==> src/rtl/rob_commit_unit.sv <==
// 3-wide in-order reorder buffer: allocates in program order, accepts out-of-order
// writebacks, and retires up to three entries per cycle onto the register-file write ports.
module rob_commit_unit #(
    parameter int DATA_WIDTH = 32,
    parameter int ADDR_WIDTH = 6,
    parameter int DEPTH      = 16,
    parameter int IDX_WIDTH  = $clog2(DEPTH)
) (
    input  logic                  clk,
    input  logic                  reset,
    input  logic                  flush,
    input  logic                  alloc_valid_0,
    input  logic                  alloc_valid_1,
    input  logic                  alloc_valid_2,
    input  logic                  alloc_has_dest_0,
    input  logic                  alloc_has_dest_1,
    input  logic                  alloc_has_dest_2,
    input  logic [ADDR_WIDTH-1:0] alloc_dest_addr_0,
    input  logic [ADDR_WIDTH-1:0] alloc_dest_addr_1,
    input  logic [ADDR_WIDTH-1:0] alloc_dest_addr_2,
    output logic                  alloc_ready,
    output logic [IDX_WIDTH-1:0]  alloc_idx_0,
    output logic [IDX_WIDTH-1:0]  alloc_idx_1,
    output logic [IDX_WIDTH-1:0]  alloc_idx_2,
    input  logic                  wb_valid_0,
    input  logic                  wb_valid_1,
    input  logic                  wb_valid_2,
    input  logic [IDX_WIDTH-1:0]  wb_idx_0,
    input  logic [IDX_WIDTH-1:0]  wb_idx_1,
    input  logic [IDX_WIDTH-1:0]  wb_idx_2,
    input  logic [DATA_WIDTH-1:0] wb_data_0,
    input  logic [DATA_WIDTH-1:0] wb_data_1,
    input  logic [DATA_WIDTH-1:0] wb_data_2,
    output logic                  commit_enable_0,
    output logic                  commit_enable_1,
    output logic                  commit_enable_2,
    output logic [ADDR_WIDTH-1:0] commit_addr_0,
    output logic [ADDR_WIDTH-1:0] commit_addr_1,
    output logic [ADDR_WIDTH-1:0] commit_addr_2,
    output logic [DATA_WIDTH-1:0] commit_data_0,
    output logic [DATA_WIDTH-1:0] commit_data_1,
    output logic [DATA_WIDTH-1:0] commit_data_2,
    output logic [IDX_WIDTH:0]    rob_count,
    output logic                  rob_empty
);
    localparam int NW    = 3;
    localparam int CNT_W = IDX_WIDTH + 1;

    logic [DEPTH-1:0]      r_valid;
    logic [DEPTH-1:0]      r_done;
    logic [DEPTH-1:0]      r_has_dest;
    logic [ADDR_WIDTH-1:0] r_dest [DEPTH];
    logic [DATA_WIDTH-1:0] r_data [DEPTH];
    logic [IDX_WIDTH-1:0]  r_head;
    logic [IDX_WIDTH-1:0]  r_tail;
    logic [CNT_W-1:0]      r_count;

    logic [NW-1:0]                 r_commit_en;
    logic [NW-1:0][ADDR_WIDTH-1:0] r_commit_addr;
    logic [NW-1:0][DATA_WIDTH-1:0] r_commit_data;

    logic [NW-1:0]                 w_alloc_valid;
    logic [NW-1:0]                 w_alloc_has_dest;
    logic [NW-1:0][ADDR_WIDTH-1:0] w_alloc_dest;
    logic [NW-1:0]                 w_wb_valid;
    logic [NW-1:0][IDX_WIDTH-1:0]  w_wb_idx;
    logic [NW-1:0][DATA_WIDTH-1:0] w_wb_data;
    logic [NW-1:0][IDX_WIDTH-1:0]  w_alloc_slot;
    logic [NW-1:0][IDX_WIDTH-1:0]  w_head_slot;
    logic [NW-1:0]                 w_alloc_en;
    logic [NW-1:0]                 w_writes;
    logic [NW-1:0]                 w_elig;
    logic                          w_chain;
    logic                          w_ok;
    logic [1:0]                    w_n_alloc;
    logic [1:0]                    w_n_commit;

    assign w_alloc_valid    = {alloc_valid_2, alloc_valid_1, alloc_valid_0};
    assign w_alloc_has_dest = {alloc_has_dest_2, alloc_has_dest_1, alloc_has_dest_0};
    assign w_alloc_dest     = {alloc_dest_addr_2, alloc_dest_addr_1, alloc_dest_addr_0};
    assign w_wb_valid       = {wb_valid_2, wb_valid_1, wb_valid_0};
    assign w_wb_idx         = {wb_idx_2, wb_idx_1, wb_idx_0};
    assign w_wb_data        = {wb_data_2, wb_data_1, wb_data_0};

    assign alloc_ready = (r_count <= CNT_W'(DEPTH - 3));
    assign rob_empty   = (r_count == '0);
    assign rob_count   = r_count;

    genvar gi;
    generate
        for (gi = 0; gi < NW; gi++) begin : g_slot
            assign w_alloc_slot[gi] = r_tail + IDX_WIDTH'(gi);
            assign w_head_slot[gi]  = r_head + IDX_WIDTH'(gi);
            assign w_alloc_en[gi]   = alloc_ready && w_alloc_valid[gi];
            // Only real register writes (nonzero address) take part in collision checks.
            assign w_writes[gi]     = r_has_dest[w_head_slot[gi]] && (r_dest[w_head_slot[gi]] != '0);
        end
    endgenerate

    assign alloc_idx_0 = w_alloc_slot[0];
    assign alloc_idx_1 = w_alloc_slot[1];
    assign alloc_idx_2 = w_alloc_slot[2];

    always_comb begin
        w_n_alloc = '0;
        for (int k = 0; k < NW; k++) begin
            if (w_alloc_en[k]) w_n_alloc = w_n_alloc + 2'd1;
        end
    end

    // Selection stops at the first slot that is not done or would collide with an earlier write.
    always_comb begin
        w_chain    = 1'b1;
        w_ok       = 1'b0;
        w_elig     = '0;
        w_n_commit = '0;
        for (int k = 0; k < NW; k++) begin
            w_ok = w_chain && (CNT_W'(k) < r_count) && r_done[w_head_slot[k]];
            for (int j = 0; j < k; j++) begin
                if (w_writes[j] && w_writes[k] &&
                    (r_dest[w_head_slot[j]] == r_dest[w_head_slot[k]])) w_ok = 1'b0;
            end
            w_elig[k] = w_ok;
            w_chain   = w_ok;
            if (w_ok) w_n_commit = w_n_commit + 2'd1;
        end
    end

    always_ff @(posedge clk or negedge reset) begin
        if (!reset) begin
            r_valid       <= '0;
            r_done        <= '0;
            r_head        <= '0;
            r_tail        <= '0;
            r_count       <= '0;
            r_commit_en   <= '0;
            r_commit_addr <= '0;
            r_commit_data <= '0;
        end else if (flush) begin
            r_valid     <= '0;
            r_done      <= '0;
            r_head      <= '0;
            r_tail      <= '0;
            r_count     <= '0;
            r_commit_en <= '0;
        end else begin
            for (int p = 0; p < NW; p++) begin
                if (w_wb_valid[p] && r_valid[w_wb_idx[p]]) r_done[w_wb_idx[p]] <= 1'b1;
            end
            for (int k = 0; k < NW; k++) begin
                if (w_elig[k]) begin
                    r_valid[w_head_slot[k]] <= 1'b0;
                    r_commit_en[k]          <= w_writes[k];
                    r_commit_addr[k]        <= r_dest[w_head_slot[k]];
                    r_commit_data[k]        <= r_data[w_head_slot[k]];
                end else begin
                    r_commit_en[k] <= 1'b0;
                end
            end
            for (int k = 0; k < NW; k++) begin
                if (w_alloc_en[k]) begin
                    r_valid[w_alloc_slot[k]] <= 1'b1;
                    r_done[w_alloc_slot[k]]  <= 1'b0;
                end
            end
            r_head  <= r_head + IDX_WIDTH'(w_n_commit);
            r_tail  <= r_tail + IDX_WIDTH'(w_n_alloc);
            r_count <= r_count + CNT_W'(w_n_alloc) - CNT_W'(w_n_commit);
        end
    end

    // Payload storage needs no reset: it is only read behind a valid/done entry.
    always_ff @(posedge clk) begin
        for (int p = 0; p < NW; p++) begin
            if (w_wb_valid[p] && r_valid[w_wb_idx[p]]) r_data[w_wb_idx[p]] <= w_wb_data[p];
        end
        for (int k = 0; k < NW; k++) begin
            if (w_alloc_en[k]) begin
                r_has_dest[w_alloc_slot[k]] <= w_alloc_has_dest[k];
                r_dest[w_alloc_slot[k]]     <= w_alloc_dest[k];
            end
        end
    end

    assign commit_enable_0 = r_commit_en[0];
    assign commit_enable_1 = r_commit_en[1];
    assign commit_enable_2 = r_commit_en[2];
    assign commit_addr_0   = r_commit_addr[0];
    assign commit_addr_1   = r_commit_addr[1];
    assign commit_addr_2   = r_commit_addr[2];
    assign commit_data_0   = r_commit_data[0];
    assign commit_data_1   = r_commit_data[1];
    assign commit_data_2   = r_commit_data[2];

endmodule
==> config.mk <==
export PLATFORM = sky130hd
export DESIGN_NAME = rob_commit_unit
export DESIGN_NICKNAME = d
export VERILOG_FILES = /design/src/rtl/rob_commit_unit.sv
export SDC_FILE = /design/constraint.sdc
export NUM_CORES = 2
export LEC_CHECK = 0
export ABC_AREA = 1
export CORE_AREA = 2 2 388 390
export DETAILED_ROUTE_END_ITERATION = 8
export DIE_AREA = 0 0 390 392
export PLACE_DENSITY = 0.54
export SLEW_MARGIN = 20
export SYNTH_ARGS = -nofsm -noshare
export SYNTH_HDL_FRONTEND = slang
export SYNTH_SLANG_ARGS = --single-unit
==> constraint.sdc <==
create_clock -name clk -period 8.28 [get_ports clk]
set_input_delay 1.656 -clock clk [delete_from_list [all_inputs] [get_ports clk]]
set_output_delay 1.656 -clock clk [all_outputs]
set_load 0.02 [all_outputs]
## Yosys cells after proc, flatten, opt, wreduce, memory -nomap -nowiden

Memory sizes are Yosys's and may differ from the RTL's. A register that Yosys moved wholly into a read port is not among the register bits.
Cells that the tools add are included.

- Register bits after elaboration: 82
- RAM bits: 608
- Output and inout bits: 136
- Logic and storage cells: 201
- Memories kept: 2

- Add/sub/neg operators: 12
- Order comparisons: 22
- Equal/unequal tests: 3
- Muxes and demuxes: 94
- Bitwise gates (word level): 19
- Reductions and logical operators: 39

Memories:

| name | words | bits a word | read ports | clocked after Yosys merged registers in | write ports | RTL line | source |
|---|---|---|---|---|---|---|---|
| r_data | 16 | 32 | 3 | 3 | 3 | 53 | `logic [DATA_WIDTH-1:0] r_data [DEPTH];` |
| r_dest | 16 | 6 | 3 | 0 | 3 | 52 | `logic [ADDR_WIDTH-1:0] r_dest [DEPTH];` |

Operators with widths:

| kind | number |
|---|---|
| $mux 16 | 27 |
| $and 16x16->16 | 6 |
| $not 16->16 | 6 |
| $or 16x16->16 | 6 |
| $bwmux 16 | 3 |
| $lt 4x5->1 const B | 9 |
| $mux 1 | 38 |
| $bmux 1 s4 | 9 |
| $demux 1 s4 | 9 |
| $ge 4x1->1 const B | 9 |
| $logic_and 1x1->1 | 29 |
| $eq 6x6->1 | 3 |
| $reduce_bool 6->1 | 3 |
| $lt 1x5->1 const A | 2 |
| $add 2x1->2 const B | 4 |
| $add 4x1->4 const B | 2 |
| $add 4x2->4 | 2 |
| $add 4x2->4 const B | 2 |
| $mux 2 | 4 |
| $mux 4 | 2 |
| $reduce_and 2->1 | 3 |
| $add 5x2->5 | 1 |
| $le 5x4->1 const B | 1 |
| $logic_not 5->1 | 1 |
| 6 further kinds | 8 |

## Logic depth before layout (Yosys ltp)

- Depth in word-level cells: 23
- Depth in mapped cells: 39

## Least setup slack after synthesis

No wires, ideal clock.

- Path kind: register to register
- Start point: reg r_head[1]
- End point: reg r_count[4], in the netlist rob_count[4]
- Library setup time: 0.123 ns
- Arrival: 5.516 ns
- Required time: 8.157 ns
- Path slack: 2.641 ns
- Stages on the path, launching flop included: 39
- Path buffers: 9
- Period minus slack after synthesis: 5.639 ns
- Cells stage by stage: dfrtp_1 inv_2 buf_4 buf_4 buf_2 buf_2 clkbuf_1 clkbuf_1 clkbuf_1 ha_1 buf_2 inv_2 buf_2 nand2_1 o21ai_0 nand2_1 nand2_1 nor2_2 [3 not listed] nand2_2 nor2_2 nand2_4 nand2_4 inv_1 ha_1 xnor2_1 ha_1 inv_1 ha_1 inv_1 fa_1 inv_1 a21oi_1 nor2_1 nor2_1 o21ai_0 a21oi_1

- Longest elaborated chain between the ends: 14

RTL lines:

| what | RTL line | source |
|---|---|---|
| start: declaration | 54 | `logic [IDX_WIDTH-1:0] r_head;` |
| start signal: assignment | 166 | `r_head <= r_head + IDX_WIDTH'(w_n_commit);` |
| parallel branches: the longest is 11 deep, another holds $mem_v2 16x6 | n/a |  |
| $mux 2 (*) | 125 | `if (w_ok) w_n_commit = w_n_commit + 2'd1;` |
| $sub 5x2->5 (*) | 168 | `r_count <= r_count + CNT_W'(w_n_alloc) - CNT_W'(w_n_commit);` |
| $mux 5 (*) | 139 | `end else if (flush) begin` |
| end signal: assignment | 168 |  |
| end: declaration | 56 | `logic [CNT_W-1:0] r_count;` |

Every way passes the cells marked *. The select of a mux whose other input is x is not followed.
A chain may end at the register's enable or synchronous reset.

## Final worst setup path

- Start point: reg r_head[0]
- End point: reg r_count[4], in the netlist rob_count[4]

The elaborated chain is that of the path after synthesis.

==> flow_metrics.py <==
metrics = {
    "run_status": {
        "status": "completed",
    },
    "layout": {
        "fillerInstances": 15300,
        "final_common_cell": "nor2_1",
        "ff_latch_area_um2": 22600,
        "drive_gt1_share_pct": 4.80,
        "final_core_util_pct": 41.4,
        "fin_nets": 7715,
        "final_cell_mix": "1489 x nor2_1, 1422 x o21ai_0, 1224 x nand2_1",
        "syn2layout_area_growth_pct": 12.7,
        "multiInputGateArea_um2": 27900,
    },
    "grt": {
        "grt_max_degree": 180,
        "track_usage_pct": 33.4,
        "grt_first_pass_wirelength_mm": 372,
        "grt_pass1_vias": 51100,
        "grt-ovfl-total": 0,
        "antenna_found_initial": 35,
    },
    "synth": {
        "synthArstFlopShare_pct": 20.6,
        "synth_edf_count": 608,
        "synth_top_cells_by_area": "edfxtp_1 33%, o21ai_0 13%, nor2_1 10%, nand2_1 8.4%, a21oi_1 7.4%",
        "yosys_most_used_dff": "edfxtp_1",
        "avgSynthCellArea_um2": 7.00,
        "syn_inst": 7810,
        "yosys.cell_types.count": 55,
        "syn-cell-area_um2": 54700,
        "yosysTopAreaCellShare_pct": 33.4,
        "synth_largest_area_cell": "edfxtp_1",
        "yosysWarnings": 0,
        "synth_seq_cells": 786,
        "seq_area_frac_synth_pct": 41.4,
        "syn_nets": 7982,
    },
    "power": {
        "internal-power_uw": 9000,
        "pwr-share-clk_pct": 30.6,
        "power_leakage_uw": 0.0246,
        "cellPowerDensity_nw_per_um2": 243,
        "pwr-share-comb_pct": 35.9,
        "ir_drop_mv": 0.186,
        "switchingPower_uw": 5960,
        "switching_share_pct": 39.8,
        "pwr-share-seq_pct": 33.5,
        "power_uw": 15000,
    },
    "cts": {
        "cts.clk_slew.worst_paths_ns": 0.06,
        "clk_latency_ns": 0.74,
        "cts_buffer_depth": 3,
        "htree_levels": 3,
        "cts_buffers": 98,
        "cts_tree": "yes",
        "root_buffer": "clkbuf_16",
        "clkSinkCount": 786,
        "hold_buffers": 0,
        "ctsResizeCount": 0,
        "cts_setup_buffers": 0,
    },
    "timing": {
        "fmax_mhz": 154,
        "finalCritPeriodShare_pct": 78.2,
        "fin_skew_ns": 0.0416,
        "worst_slew_pin_slew_ns": 1.33,
        "finalSetupTns_ns": 0,
        "setup_violations": 0,
        "hold_viol": 0,
        "setup_ws_ns": 1.80,
        "slew_headroom_pct": 11.4,
        "rsz0062_at_grt": "no",
        "slew_violations": 0,
        "period_minus_slack_ns": 6.48,
    },
    "routing": {
        "first_iter_violations": 8536,
        "via_per_inst": 6.00,
        "finalWirelength_mm": 264,
        "antenna_left": 0,
        "drc": 0,
        "via_count": 57500,
        "first_pass_iters": 8,
        "wl_per_cell_um": 27.6,
    },
    "critical_path": {
        "critPathKind": "flip-flop to flip-flop",
        "path_buf_inv": 5,
        "cpMostUsedCell": "nand2_1",
        "cp_slowest_cell": "dfrtp_4",
        "cp.arrival_ns": 7.08,
        "start_kind": "flip-flop",
        "worst_ep_required_time_ns": 8.88,
        "cp_top_family": "simple AND/OR/NAND/NOR gates",
        "slowest_delay_ns": 0.83,
        "worst-path-max-fanout": 110,
        "setup.worst_path.end_class": "flip-flop",
    },
    "job": {
        "maxCapViolations": 0,
    },
    "hold_path": {
        "hp-class": "flip-flop to flip-flop",
    },
    "floorplan": {
        "die_w_um": 390,
        "ios": 274,
        "die_area_um2": 153000,
        "core_area_um2": 149000,
        "start_util_pct": 36.7,
        "rows": 142,
        "dieHeight_um": 392,
    },
    "placed_design": {
        "dpl_worst_slack_ns": 1.90,
        "gp_congestion": 0.968,
        "dp_hpwl_mm": 174,
        "io_buffers": 273,
    },
}
[flip-flops by register name, indices dropped and copies added, names as in the netlist]
register       flops
commit_addr_0      6
commit_addr_1      6
commit_addr_2      6
commit_data_0     32
commit_data_1     32
commit_data_2     32
r_commit_en        3
r_data           512
r_dest            96
r_done            16
r_has_dest        16
r_head             4
r_tail             4
r_valid           16
rob_count          5
[final cells by class]
type	instances	share of cell area [%]
Timing Repair Buffer	391	5.99
Clock inverter	46	0.910
Multi-Input combinational cell	5840	45.2
Sequential cell	786	36.7
Inverter	426	2.62
Antenna cell	13	0.0528
Clock buffer	137	4.54
Tap cell	1944	3.95
[stage by stage]
stage               instance area [um^2]  hold slack, ns  cells
finish                             61600           0.470   9583
global route                       61600           0.494   9572
CTS                                61500           0.476   9569
detailed placement                 58200           0.462   9386
global placement                   58100           0.456   9385
floorplan                          54700           0.481   7810
[power by group through the flow]
stage,registers [uW],logic [uW],clock network [uW]
floorplan,5150,3000,0
global placement,5080,5210,0
detailed placement,5080,5240,0
CTS,5000,5260,4600
global route,5040,5830,4730
finish,5010,5380,4580
[cell usage after synthesis (all sizes together), types with 5 or more instances]
| library cell | instances |
|---|---|
| dfxtp | 16 |
| a22oi | 16 |
| clkbuf | 558 |
| o22ai | 96 |
| o21ai | 1432 |
| a221oi | 16 |
| edfxtp | 608 |
| a22o | 16 |
| o211ai | 68 |
| nand3 | 353 |
| buf | 200 |
| o2111ai | 27 |
| inv | 418 |
| nand2 | 1232 |
| o31ai | 12 |
| ha | 30 |
| dfrtp | 162 |
| o41ai | 5 |
| o221ai | 10 |
| clkinv | 8 |
| nor2 | 1508 |
| a31oi | 32 |
| nor4 | 10 |
| nand4 | 47 |
| nor3 | 9 |
| mux2i | 70 |
| a21oi | 814 |
[kinds of logic (layout without fill, tap and decap cells)]
group	after synthesis	in the layout	share of synthesized area, %
DFF	786	786	41.4
muxes	70	70	1.28
buffers and inverters	1184	1000	8.52
adders and majority gates	34	34	0.833
xor gates and xnor gates	5	5	0.0801
AOI/OAI and AO/OA	2561	2561	24.8
other	0	13	0
and+or+nand+nor	3170	3170	23.1
[per-layer routing]
| layer | share of wire (%) | track usage, % |
|---|---|---|
| met1 | 40 | 44.9 |
| met2 | 43 | 50.2 |
| met4 | 5.0 | 15.2 |
| met3 | 12 | 8.78 |
| met5 | 0.10 | 0 |
[worst paths after layout]
check / from / end / slack, ns / cells after the start
setup / recovery: r_head[0] / rob_count[4] / 1.80 / 27
hold / removal: commit_data_2[7] / commit_data_2[7] / 0.47 / 2
setup reg to reg: r_head[0] / rob_count[4] / 1.80 / 27
hold reg to reg: commit_data_2[7] / commit_data_2[7] / 0.47 / 2
max in group asynchronous: reset / commit_data_0[7] / 6.06 / 2
min in group asynchronous: reset / r_tail[0] / 0.90 / 1
[worst register-to-register path, delay by kind of cell, from the launching register on]
kind	cells	cell delay, ns
and+or+nand+nor	13	1.60
buffers and inverters	5	0.95
xor gates and xnor gates	1	0.32
AOI/OAI and AO/OA	4	1.06
DFF	1	0.83
adders and majority gates	4	1.56
Note: power is estimated with default switching activity, not from simulation.
